--- src/rtl/bm_dl_bcd_7seg_scan_driver.sv ---
// rtl/bm_dl_bcd_7seg_scan_driver.sv - time-multiplexed BCD to seven-segment scan driver
// Double-buffered digits swap only at frame boundaries; outputs lag the scan index by one clock.
module bm_dl_bcd_7seg_scan_driver #(
  parameter int NUM_DIGITS = 4,
  parameter int PRESCALE   = 4,
  parameter int ACTIVE_LOW = 0,
  parameter int BLANK_LZ   = 1
) (
  input  logic                    clock,
  input  logic                    reset,
  input  logic                    load,
  input  logic [4*NUM_DIGITS-1:0] bcd_in,
  input  logic [NUM_DIGITS-1:0]   dp_in,
  output logic [1:7]              leds,
  output logic                    dp,
  output logic [NUM_DIGITS-1:0]   digit_en,
  output logic                    frame_done
);

  localparam int PW = (PRESCALE > 1) ? $clog2(PRESCALE) : 1;
  localparam int IW = (NUM_DIGITS > 1) ? $clog2(NUM_DIGITS) : 1;
  localparam logic INV = (ACTIVE_LOW != 0);
  localparam logic [PW-1:0] PRE_LAST = PW'(PRESCALE - 1);
  localparam logic [IW-1:0] IDX_LAST = IW'(NUM_DIGITS - 1);

  logic [PW-1:0]           pre_cnt_q, pre_cnt_d;
  logic [IW-1:0]           idx_q, idx_d;
  logic [4*NUM_DIGITS-1:0] pend_bcd_q, pend_bcd_d, shw_bcd_q, shw_bcd_d;
  logic [NUM_DIGITS-1:0]   pend_dp_q, pend_dp_d, shw_dp_q, shw_dp_d;
  logic                    pend_v_q, pend_v_d;
  logic [6:0]              leds_q, leds_d;
  logic                    dp_q, dp_d;
  logic [NUM_DIGITS-1:0]   digit_en_q, digit_en_d;
  logic                    frame_done_q, frame_done_d;

  logic                    pre_end, boundary, zero_run, cur_dp, cur_blank;
  logic [3:0]              cur_digit;
  logic [NUM_DIGITS-1:0]   en;
  logic [6:0]              seg;

  function automatic logic [6:0] seg7(input logic [3:0] v);
    case (v)
      4'd0:    seg7 = 7'b1111110;
      4'd1:    seg7 = 7'b0110000;
      4'd2:    seg7 = 7'b1101101;
      4'd3:    seg7 = 7'b1111001;
      4'd4:    seg7 = 7'b0110011;
      4'd5:    seg7 = 7'b1011011;
      4'd6:    seg7 = 7'b1011111;
      4'd7:    seg7 = 7'b1110000;
      4'd8:    seg7 = 7'b1111111;
      4'd9:    seg7 = 7'b1111011;
      default: seg7 = 7'b1111111;
    endcase
  endfunction

  always_comb begin
    pre_cnt_d  = pre_cnt_q;
    idx_d      = idx_q;
    pend_bcd_d = pend_bcd_q;
    pend_dp_d  = pend_dp_q;
    pend_v_d   = pend_v_q;
    shw_bcd_d  = shw_bcd_q;
    shw_dp_d   = shw_dp_q;

    pre_end  = (pre_cnt_q == PRE_LAST);
    boundary = pre_end && (idx_q == IDX_LAST);

    pre_cnt_d = pre_end ? '0 : pre_cnt_q + PW'(1);
    if (pre_end) begin
      idx_d = (idx_q == IDX_LAST) ? '0 : idx_q + IW'(1);
    end

    if (boundary && pend_v_q) begin
      shw_bcd_d = pend_bcd_q;
      shw_dp_d  = pend_dp_q;
      pend_v_d  = 1'b0;
    end

    // A load landing on the boundary edge bypasses the pending buffer so the newest value wins.
    if (load) begin
      if (boundary) begin
        shw_bcd_d = bcd_in;
        shw_dp_d  = dp_in;
        pend_v_d  = 1'b0;
      end else begin
        pend_bcd_d = bcd_in;
        pend_dp_d  = dp_in;
        pend_v_d   = 1'b1;
      end
    end

    zero_run  = 1'b1;
    cur_digit = 4'd0;
    cur_dp    = 1'b0;
    cur_blank = 1'b0;
    en        = '0;
    // Walk from the most significant digit so zero_run means "this digit and all above are zero".
    for (int i = NUM_DIGITS - 1; i >= 0; i--) begin
      zero_run = zero_run && (shw_bcd_q[4*i +: 4] == 4'd0);
      if (idx_q == IW'(i)) begin
        cur_digit = shw_bcd_q[4*i +: 4];
        cur_dp    = shw_dp_q[i];
        cur_blank = (BLANK_LZ != 0) && (i > 0) && zero_run;
        en[i]     = 1'b1;
      end
    end

    seg          = cur_blank ? 7'b0000000 : seg7(cur_digit);
    leds_d       = seg ^ {7{INV}};
    dp_d         = cur_dp ^ INV;
    digit_en_d   = en ^ {NUM_DIGITS{INV}};
    frame_done_d = boundary;
  end

  always_ff @(posedge clock) begin
    if (reset) begin
      pre_cnt_q    <= '0;
      idx_q        <= '0;
      pend_bcd_q   <= '0;
      pend_dp_q    <= '0;
      pend_v_q     <= 1'b0;
      shw_bcd_q    <= '0;
      shw_dp_q     <= '0;
      leds_q       <= {7{INV}};
      dp_q         <= INV;
      digit_en_q   <= {NUM_DIGITS{INV}};
      frame_done_q <= 1'b0;
    end else begin
      pre_cnt_q    <= pre_cnt_d;
      idx_q        <= idx_d;
      pend_bcd_q   <= pend_bcd_d;
      pend_dp_q    <= pend_dp_d;
      pend_v_q     <= pend_v_d;
      shw_bcd_q    <= shw_bcd_d;
      shw_dp_q     <= shw_dp_d;
      leds_q       <= leds_d;
      dp_q         <= dp_d;
      digit_en_q   <= digit_en_d;
      frame_done_q <= frame_done_d;
    end
  end

  assign leds       = leds_q;
  assign dp         = dp_q;
  assign digit_en   = digit_en_q;
  assign frame_done = frame_done_q;

endmodule

--- config.mk ---
export PLATFORM = sky130hd
export DESIGN_NAME = bm_dl_bcd_7seg_scan_driver
export DESIGN_NICKNAME = d
export VERILOG_FILES = /design/src/rtl/bm_dl_bcd_7seg_scan_driver.sv
export SDC_FILE = /design/constraint.sdc
export NUM_CORES = 1
export LEC_CHECK = 0
export BUFFER_PORTS_ARGS = -buffer_cell sky130_fd_sc_hd__buf_2
export CORE_AREA = 3 3 78 110
export CTS_BUF_LIST = sky130_fd_sc_hd__clkbuf_8 sky130_fd_sc_hd__clkbuf_16
export CTS_CLUSTER_SIZE = 16
export DETAILED_ROUTE_END_ITERATION = 8
export DIE_AREA = 0 0 81 113
export GPL_TIMING_DRIVEN = 0
export MAX_ROUTING_LAYER = met4
export SYNTH_ARGS = -nofsm -noshare
export SYNTH_HDL_FRONTEND = slang
export SYNTH_SLANG_ARGS = --single-unit
--- constraint.sdc ---
create_clock -name clock -period 2.1 [get_ports clock]
set_input_delay 0.105 -clock clock [delete_from_list [all_inputs] [get_ports clock]]
set_output_delay 0.105 -clock clock [all_outputs]
set_load 0.05 [all_outputs]
==> qor.yml <==
worst_setup_path:
  ff2ff_path_depth: 11
  arrival_ns: 2.32
  crit_path_max_incr_delay_ns: 0.37
  crit_fanout: 10
  critPathLaunchType: "flip-flop"
  critical_path.startpoint: "idx_q[0]"
  path_buf_inv: 3
  crit_slowest_cell: "dfxtp_4"
  critical_path_required_ns: 2.36
  path_cells: "inv_2, ha_2, buf_6, a211oi_1, o21ai_1, and3_4, ha_1, inv_1, a2111oi_2, a41o_1, a211oi_2"
  path_class: "flip-flop to flip-flop"
  cp_num_cells: 11
  r2r_end: "leds[5]"
  r2r_slack_ns: 0.04
  crit_end: "leds[5]"
  r2r-start: "idx_q[0]"
  worst_setup_path_end_kind: "flip-flop"
  critical_path.top_delay_family: "compound AO/OA/AOI/OAI gates"
clock_network:
  cts_inserted_buffers: 9
  cts_tree: "built"
  clk-insertion-delay-late_ns: 0.34
  htreeDepth: 3
  cts.sinks: 58
  cts.clk_slew.worst_paths_ns: 0.06
  cts_buffer_depth: 2
  root_buffer: "clkbuf_8"
routing:
  met3WireLength_um: 232
  avgRoutedWirePerCell_um: 13.08
  routed_wirelength_um: 6435
  drc: 0
  highest_layer: "met4"
  vias: 2370
  avgViaCountPerCell: 4.817
  wl_met1_um: 2653
  drt.antenna.violating_nets: 0
  dr.pass1.iters: 4
  routed-wl-met2_um: 3337
  drtIter0Drc: 90
status:
  outcome: "completed"
die:
  ioPinCount: 36
  rows: 38
  die-area_mm2: 0.009153
  die_h_um: 113
  core_mm2: 0.007702
  start_util: 0.3556
  die_x_um: 81
global_routing:
  grt_max_degree: 16
  overflow: 0
  antenna_found_initial: 0
  first_global_vias: 2238
  grt_pass1_wl_um: 10520
  grt_use_total: 0.1564
placed_design:
  routabilityCongestion: 0.8426
  portBuffers: 33
  dp_hpwl_um: 4726
  dp.cells: 455
synthesis:
  syn_avg_cell_area_um2: 8.506
  synth.area.mux_share: 0.06989
  yosysUniqueCellTypes: 36
  syn_nets: 356
  syn-cell-area_mm2: 0.002739
  synth_top_area_cell: "dfxtp_1"
  synth_xor_area_frac: 0
  synth_top_family_by_area: "simple AND/OR/NAND/NOR gates"
  synth_warnings: 0
  synth_area_leaders: "dfxtp_1 42%, mux2i_1 6.6%, nand2_1 6.6%"
  synthSimpleGateAreaFrac: 0.2275
  yosysTopAreaCellShare: 0.4239
  ys_seq_elements: 58
  synth_seq_area_share: 0.4239
  syn_inst: 322
  synth_compound_area_frac: 0.1736
  yosys.area_share.adder: 0.05025
worst_hold_path:
  whs_path_depth: 3
  hp-class: "input port to flip-flop"
timing:
  fin_crit_sh: 0.9797
  slew_violations: 0
  rsz0062_at_grt: "yes"
  hold-worst-slack_ns: 0.02849
  period_minus_slack_ns: 2.057
  fmax_mhz: 486.1
  fin_skew_ns: 0.005946
  hold_violations: 0
  slew_headroom: 0.5901
  setup_viol: 0
  tightest_slew_ns: 0.6148
cells_and_area:
  antenna_cells: 0
  area_growth_syn_to_layout_pct: 27.87
  fin_cells: 492
  nets: 421
  fin_util: 0.4547
  layout-drive-gt1-share: 0.2168
  multi_input_area_mm2: 0.001500
  fillers: 794
  mostFrequentLayoutCells: "56 x dfxtp_1, 48 x nand2_1, 36 x nor2_1"
  seq_area_mm2: 0.001169
  final_common_cell: "dfxtp_1"
pwr:
  irDropWorstVdd_mv: 0.3553
  p_leak_nw: 1.473
  powerDensity_mw_per_mm2: 712.4
job:
  cap_violations: 0
cell usage after synthesis, drive strengths merged:
library cell and number:
inv 9, nor3 6, o221a 4, a31oi 3
nand2 48, nand2b 17, and2 4, buf 8
a221oi 1, a41o 1, mux2i 18, ha 11
nor2 37, clkbuf 15, nor4 1, a21oi 30
and2b 1, mux2 1, nand3b 3, or2 1
nand3 1, and3 1, o211ai 1, a211o 3
nor2b 7, nor3b 4, dfxtp 58, a211oi 23
o21bai 1, a2111oi 1, o21ai 3
area by class of cell:
cell class                      instances  area share
Sequential cell                        58      0.3337
Timing Repair Buffer                   55      0.1058
Buffer                                 22     0.03466
Clock inverter                          4    0.005002
Clock buffer                           12     0.04716
Tap cell                              100     0.03573
Multi-Input combinational cell        232      0.4284
Inverter                                9    0.009646
power breakdown:
part | internal (W) | switching (W) | total [W] | leakage [nW]
sequential | 0.00115 | 0.0000188 | 0.00116 | 0.476
clock | 0.000512 | 0.000424 | 0.000935 | 0.105
combinational | 0.000161 | 0.000233 | 0.000395 | 0.892
total | 0.00182 | 0.000676 | 0.00249 | 1.47
how the worst min path moves through the flow:
stage,slack [ns],end,start
6_report,0.03,pend_dp_q[1],dp_in[1]
3_5_place_dp,0.37,pend_bcd_q[8],bcd_in[8]
3_3_place_gp,0.36,pend_bcd_q[3],bcd_in[3]
4_1_cts,0.0007,pend_bcd_q[0],bcd_in[0]
5_1_grt,0.02,pend_dp_q[1],dp_in[1]
2_1_floorplan,0.24,pend_bcd_q[0],bcd_in[0]
per-layer routing:
layer  up-vias  global-route usage
met4         0             0.09132
met5         -                   -
met2        50              0.2540
li1       1229                   -
met1      1076              0.1653
met3        15             0.04618
registers in the layout, summed over array words and instances, names as in the netlist:
| register | count |
|---|---|
| frame_done | 1 |
| idx_q | 2 |
| shw_bcd_q | 16 |
| shw_dp_q | 4 |
| pend_v_q | 1 |
| pend_dp_q | 4 |
| digit_en | 4 |
| dp | 1 |
| pend_bcd_q | 16 |
| pre_cnt_q | 2 |
| leds | 7 |
logic make-up after synthesis:
kind of cell    count (synthesis)
compound gates                 71
fa+ha+maj                      11
buf+inv                        32
flops                          58
mux                            19
simple gates                  131
metrics by stage:
step | setup slack, ns | setup TNS (ns) | power [W] | instance area, um2
after detailed placement | -0.3725 | -0.7062 | 0.001537 | 3042
after floorplan | 0.002203 | 0 | 0.001445 | 2751
after global placement | -0.3512 | -0.6439 | 0.001532 | 3042
after CTS | 0.03135 | 0 | 0.002538 | 3478
final | 0.04265 | 0 | 0.002495 | 3502
after global routing | -0.05887 | -0.08892 | 0.002623 | 3502
what timing repair did:
item / in CTS / in global routing
setup endpoints to repair: 5 / 32
endpoints found under the hold margin: 16 / 0
setup buffers: 6 / 0
pin swaps: 5 / 0
resized for setup: 19 / 9
hold buffers: 16 / 0
worst register-to-register path: cells and delay by family, from the launching register on:
kind	cells	cell delay, ns
fa+ha+maj	2	0.39
compound gates	5	0.77
simple gates	1	0.18
buf+inv	3	0.27
flops	1	0.37
No activity file was read; power rests on OpenSTA's default activity.
